### config.mk
export PLATFORM = sky130hd
export DESIGN_NAME = vga_board_arbiter
export DESIGN_NICKNAME = d
export VERILOG_FILES = /design/src/rtl/vga_board_arbiter.sv
export SDC_FILE = /design/constraint.sdc
export NUM_CORES = 1
export LEC_CHECK = 0
export CAP_MARGIN = 20
export CORE_MARGIN = 10
export CORE_UTILIZATION = 25
export CTS_BUF_LIST = sky130_fd_sc_hd__clkbuf_16
export CTS_CLUSTER_DIAMETER = 40
export DETAILED_ROUTE_END_ITERATION = 7
export PLACE_DENSITY = 0.63
export SETUP_SLACK_MARGIN = 0.3
export SLEW_MARGIN = 0
export SYNTH_ARGS = -nofsm -noshare
export SYNTH_HDL_FRONTEND = slang
export SYNTH_SLANG_ARGS = --single-unit
### constraint.sdc
create_clock -name clk -period 1.4 [get_ports clk]
set_input_delay 0.28 -clock clk [delete_from_list [all_inputs] [get_ports clk]]
set_output_delay 0.28 -clock clk [all_outputs]
set_load 0.01 [all_outputs]
### src/rtl/vga_board_arbiter.sv
// vga_board_arbiter
// Shares the single-port tic-tac-toe board RAM between the VGA renderer,
// the game FSM and a board-clear engine. The renderer owns the port during
// active display. Clear writes and game-logic accesses are fitted into
// blanking cycles.
//
// Ports:
//   clk, reset              clock, synchronous active-high reset
//   disp_active             high during active display (renderer owns RAM)
//   pix_addr                renderer cell index
//   pix_data, pix_valid     renderer read data, one cycle after pix_addr
//   gl_req/we/addr/wdata    game-logic request, held until gl_ack
//   gl_ack                  grant pulse (combinational)
//   gl_rdata, gl_rvalid     game read data, one cycle after a read grant
//   clear_req               start a board clear (sampled in IDLE)
//   busy, clear_done        clear in progress / one-cycle completion pulse
//   ram_addr/we/wdata       RAM port (combinational)
//   ram_rdata               RAM read data, one cycle after address
module vga_board_arbiter #(
  parameter int CELLS  = 9,
  parameter int ADDR_W = 4,
  parameter int DATA_W = 2
) (
  input  logic              clk,
  input  logic              reset,
  input  logic              disp_active,
  input  logic [ADDR_W-1:0] pix_addr,
  output logic [DATA_W-1:0] pix_data,
  output logic              pix_valid,
  input  logic              gl_req,
  input  logic              gl_we,
  input  logic [ADDR_W-1:0] gl_addr,
  input  logic [DATA_W-1:0] gl_wdata,
  output logic              gl_ack,
  output logic [DATA_W-1:0] gl_rdata,
  output logic              gl_rvalid,
  input  logic              clear_req,
  output logic              busy,
  output logic              clear_done,
  output logic [ADDR_W-1:0] ram_addr,
  output logic              ram_we,
  output logic [DATA_W-1:0] ram_wdata,
  input  logic [DATA_W-1:0] ram_rdata
);

  typedef enum logic [0:0] {
    ST_IDLE  = 1'b0,
    ST_CLEAR = 1'b1
  } state_t;

  state_t            state_q, state_d;
  logic [ADDR_W-1:0] clr_idx_q, clr_idx_d;
  logic              pix_valid_q, pix_valid_d;
  logic              gl_rvalid_q, gl_rvalid_d;
  logic              rd_oor_q, rd_oor_d;
  logic              clear_done_q, clear_done_d;
  logic              busy_q, busy_d;

  logic              last_cell_s;
  logic              gl_in_range_s;

  assign last_cell_s   = (clr_idx_q == ADDR_W'(CELLS - 1));
  // Widen by one bit so the comparison also holds when CELLS == 2**ADDR_W.
  assign gl_in_range_s = ({1'b0, gl_addr} < (ADDR_W + 1)'(CELLS));

  // State and output registers with synchronous reset.
  always_ff @(posedge clk) begin
    if (reset) begin
      state_q      <= ST_IDLE;
      clr_idx_q    <= '0;
      pix_valid_q  <= 1'b0;
      gl_rvalid_q  <= 1'b0;
      rd_oor_q     <= 1'b0;
      clear_done_q <= 1'b0;
      busy_q       <= 1'b0;
    end else begin
      state_q      <= state_d;
      clr_idx_q    <= clr_idx_d;
      pix_valid_q  <= pix_valid_d;
      gl_rvalid_q  <= gl_rvalid_d;
      rd_oor_q     <= rd_oor_d;
      clear_done_q <= clear_done_d;
      busy_q       <= busy_d;
    end
  end

  // Next-state logic: display time freezes the clear engine at its index.
  always_comb begin
    state_d   = state_q;
    clr_idx_d = clr_idx_q;
    if (reset) begin
      state_d   = ST_IDLE;
      clr_idx_d = '0;
    end else if (disp_active) begin
      state_d   = state_q;
      clr_idx_d = clr_idx_q;
    end else begin
      case (state_q)
        ST_IDLE: begin
          if (clear_req) begin
            state_d = ST_CLEAR;
          end else begin
            state_d = ST_IDLE;
          end
        end
        ST_CLEAR: begin
          if (last_cell_s) begin
            state_d   = ST_IDLE;
            clr_idx_d = '0;
          end else begin
            clr_idx_d = clr_idx_q + ADDR_W'(1);
          end
        end
        default: begin
          state_d   = ST_IDLE;
          clr_idx_d = '0;
        end
      endcase
    end
  end

  // Port ownership, grant and next values of the registered outputs.
  always_comb begin
    ram_addr     = '0;
    ram_we       = 1'b0;
    ram_wdata    = '0;
    gl_ack       = 1'b0;
    clear_done_d = 1'b0;
    rd_oor_d     = 1'b0;
    if (reset) begin
      ram_we = 1'b0;
    end else if (disp_active) begin
      ram_addr = pix_addr;
    end else if (state_q == ST_CLEAR) begin
      ram_addr     = clr_idx_q;
      ram_we       = 1'b1;
      clear_done_d = last_cell_s;
    end else if (clear_req) begin
      // Clear accepted this cycle; the port stays idle.
      ram_we = 1'b0;
    end else if (gl_req) begin
      gl_ack    = 1'b1;
      ram_addr  = gl_addr;
      ram_we    = gl_we & gl_in_range_s;
      ram_wdata = gl_wdata;
      rd_oor_d  = ~gl_in_range_s;
    end else begin
      ram_we = 1'b0;
    end
    pix_valid_d = disp_active & ~reset;
    gl_rvalid_d = gl_ack & ~gl_we;
    busy_d      = (state_d == ST_CLEAR);
  end

  assign pix_valid  = pix_valid_q;
  assign gl_rvalid  = gl_rvalid_q;
  assign clear_done = clear_done_q;
  assign busy       = busy_q;
  assign pix_data   = pix_valid_q ? ram_rdata : '0;
  assign gl_rdata   = (gl_rvalid_q && !rd_oor_q) ? ram_rdata : '0;

endmodule

==> results list, run 1 <==
- Result of the run: finished with violations
- By area the synthesized netlist is led by sky130_fd_sc_hd__dfxtp_1, sky130_fd_sc_hd__and2_1, sky130_fd_sc_hd__a221o_1.
- Buffers added on ports: 33
- Maximum number of pins on one net before global-route repair: 10
* Count of boundary I/O pins: 34
- Share of flip-flops with an asynchronous set or reset after synthesis: 0
- Counting I/O delays and the setup requirement, the final critical path takes 1770 ps.
- Critical-path maximum fanout: 3
* DIE AREA: 4400 um2
- Global routing finished with a remaining overflow of 0.
- Data arrives at the worst endpoint at 1490 ps.
- Worst Hold Class: in -> reg
- The die is 66.3 um wide.
- In the final routed layout, each cell accounts on average for 14.6 um.
- TritonCTS built the clock tree.
* Via count: 721
- The tool flagged a number of max-cap violations equal to 0.
- Post-CTS clock slew at the launch and capture registers of the worst setup and hold paths: 40 ps
- The root buffer cell chosen for the clock tree is sky130_fd_sc_hd__clkbuf_16.
- Longest Clk Path Bufs: 2
* Compound-Gate Fraction of Synth Area: 0.147
* Die height: 66.3 um
* First drt pass iteration count: 4
- From synthesis to final layout, the design area changed by 133%.
* Count of yosys warnings during synthesis: 0
* Transition time at the pin with the least slew margin: 221 ps
* Fin. Hold Viols: 0
* Worst slew margin: 0.852
- Of the total synthesized cell area, the portion taken by XOR and XNOR cells is 0.
- Total number of nets in the final design: 147
* Synth Cell Area: 537 um2
- Across every metal layer, demand over resource in global routing totals 0.0939.
- Count of unresolved DRC violations after routing: 0
- For this configuration, the core starts out at a cell density of 0.268.
- The number of antenna diodes in the final layout is 0.
- After technology mapping, the gate count stands at 62.
- RSZ-0062 raised after global routing: yes
* DPL Wire Length: 1590 um
- sky130_fd_sc_hd__dfxtp_1 takes more of the synthesized area than any other cell.
- Wires add up to 2230 um.
- Final RePlAce weighted congestion: 0.748
- In this run, synthesis inferred 0 flip-flops with an integrated enable.
- VDD sags by at most 446 uV.
- The worst setup path is launched from a register.
* Share of the clock period used by the worst path after layout: 1.26
* Sequential-to-total area share from yosys stat: 0.336
* Fillers: 162
- Timing would allow up to 566 MHz.
* Type of the worst setup path: reg -> out
- The share of synthesized area in the top cell type comes to 0.336.
- Dividing the synthesized area by the synthesized cell count gives 8.66 um2.
- The core region is 2000 um2.
- Smallest setup slack after layout: -367 ps
- Vias per cell: 4.71
- Simple-Gate Fraction of Synth Area: 0.408
* Kind of end point of the critical path: primary output
- The number of global-route vias before repair was 692.
* Commonest non-fill, non-tap cell in the layout: sky130_fd_sc_hd__buf_4
* Power Dens Cells: 783 nW/um2
- CTS saw 9 sinks.
* Post-route antenna net violation count: 0
- Counting distinct cell types in the post-synthesis netlist gives 25.
- Once placement completed, the tool counted placed cells totaling 138.
- Of the total synthesized cell area, the portion taken by full adders, half adders and majority gates is 0.0466.
- Required arrival time at the worst endpoint: 1120 ps
- Violated checks: negative setup slack
* FP Rows: 16
- Setup violations remaining at the end of the flow were counted as 7.
- The number of antenna violations at the first check in global routing came to 0.
* Flops & latches, synth: 9
* First-pass GRT wire length: 3330 um
* Share of cells above drive strength 1: 0.587
- Main combinational cell family by area after synthesis: simple AND/OR/NAND/NOR gates
- Power after layout: 981 uW
- Post-route non-filler standard cell count: 153
- Primary FF master, synth: sky130_fd_sc_hd__dfxtp_1
- Post-placement worst setup slack: -871 ps
* Num CTS Buffers: 3
* Multiplexer share of the synthesized area: 0.0186
- H-tree levels: 1
- Fin. max-slew vios: 0
- Top library cells by usage in the layout, fill and taps aside: sky130_fd_sc_hd__buf_4, sky130_fd_sc_hd__buf_6, sky130_fd_sc_hd__buf_2
* Worst skew pair latency: 230 ps
- Syn nets: 82
- Summed over all cells, the static leakage comes to 0.000573 uW.
- Iter 0 DRT Violations: 25
- Clock skew on the completed layout was measured at 0.746 ps.
[critical path: stages (launching register included)]
cell and delay, ps:
sky130_fd_sc_hd__dfxtp_4 350, sky130_fd_sc_hd__nor3b_4 200, sky130_fd_sc_hd__nor3b_4 230, sky130_fd_sc_hd__buf_6 130
sky130_fd_sc_hd__buf_6 80, sky130_fd_sc_hd__a221o_1 130, sky130_fd_sc_hd__buf_2 130
[registers in the layout, indices dropped and copies added, names as in the netlist]
signal	flops
rd_oor_q	1
clr_idx_q	4
gl_rvalid	1
clear_done	1
busy	1
pix_valid	1
[what timing repair did]
item / 4_1_cts / 5_1_grt
setup buffers: 8 / 3
hold buffers: 0 / 0
pin swaps: 11 / 15
setup endpoints to repair: 24 / 23
gates resized for setup: 109 / 16
[logic make-up after synthesis]
family          Yosys count
buf+inv                   6
fa+ha+maj                 2
mux                       1
compound gates           11
flops                     9
simple gates             33
[final timing paths]
path / start / slack (ps) / cells past startpoint / endpoint
max: busy$_SDFFE_PP0N_ / -370 / 6 / ram_addr[0]
min: gl_we / 370 / 2 / gl_rvalid$_SDFF_PP0_
max reg2reg: busy$_SDFFE_PP0N_ / 90 / 5 / clr_idx_q[3]$_SDFFE_PP0P_
min reg2reg: clr_idx_q[1]$_SDFFE_PP0P_ / 610 / 3 / clr_idx_q[1]$_SDFFE_PP0P_
[per-layer routing]
metal / global-route usage / wire length (um)
met5: 0 / 0
met1: 0.103 / 1010
met4: 0.0236 / 4
met2: 0.161 / 1020
met3: 0.0407 / 195
[synth_stat cells, types with 2 or more instances]
master,count
sky130_fd_sc_hd__nand2_1,3
sky130_fd_sc_hd__nor2_1,3
sky130_fd_sc_hd__dfxtp_1,9
sky130_fd_sc_hd__inv_1,5
sky130_fd_sc_hd__nand3_1,5
sky130_fd_sc_hd__nor2b_1,3
sky130_fd_sc_hd__and3b_1,2
sky130_fd_sc_hd__nor3_1,3
sky130_fd_sc_hd__and2_1,7
sky130_fd_sc_hd__a21oi_1,3
sky130_fd_sc_hd__a31oi_1,2
sky130_fd_sc_hd__ha_1,2
sky130_fd_sc_hd__a221o_1,3
[per-stage QoR]
step	util	setup TNS (ps)	hold slack, ps	area, um2
after global placement	0.519	-8430	598	1040
after detailed placement	0.519	-8580	605	1040
after global routing	0.626	-2630	398	1250
after floorplan	-	-45.0	352	552
final	0.626	-2050	371	1250
after CTS	0.591	-1880	373	1180
[report_power, final]
part / switching [uW] / internal [uW]
clock network: 122 / 373
logic: 85.6 / 129
registers: 6.29 / 265
total: 214 / 767
[final cells by class]
type	count	area [um2]	share of cell area
Inverter	5	23.8	0.0190
Timing Repair Buffer	61	514	0.411
Tap cell	27	33.8	0.0270
Sequential cell	9	189	0.151
Multi-Input combinational cell	47	413	0.330
Clock inverter	1	3.75	0.00300
Clock buffer	3	75.1	0.0599
Note: power is estimated with default switching activity, not from simulation.
==> run 2, diff against run 1 <==
--- a/config.mk
+++ b/config.mk
@@ -5,7 +5,6 @@
 export SDC_FILE = /design/constraint.sdc
 export NUM_CORES = 1
 export LEC_CHECK = 0
-export CAP_MARGIN = 20
 export CORE_MARGIN = 10
 export CORE_UTILIZATION = 25
 export CTS_BUF_LIST = sky130_fd_sc_hd__clkbuf_16
==> results of run 2 <==
No change in the layout: final DEF, timing and power equal those of run 1.
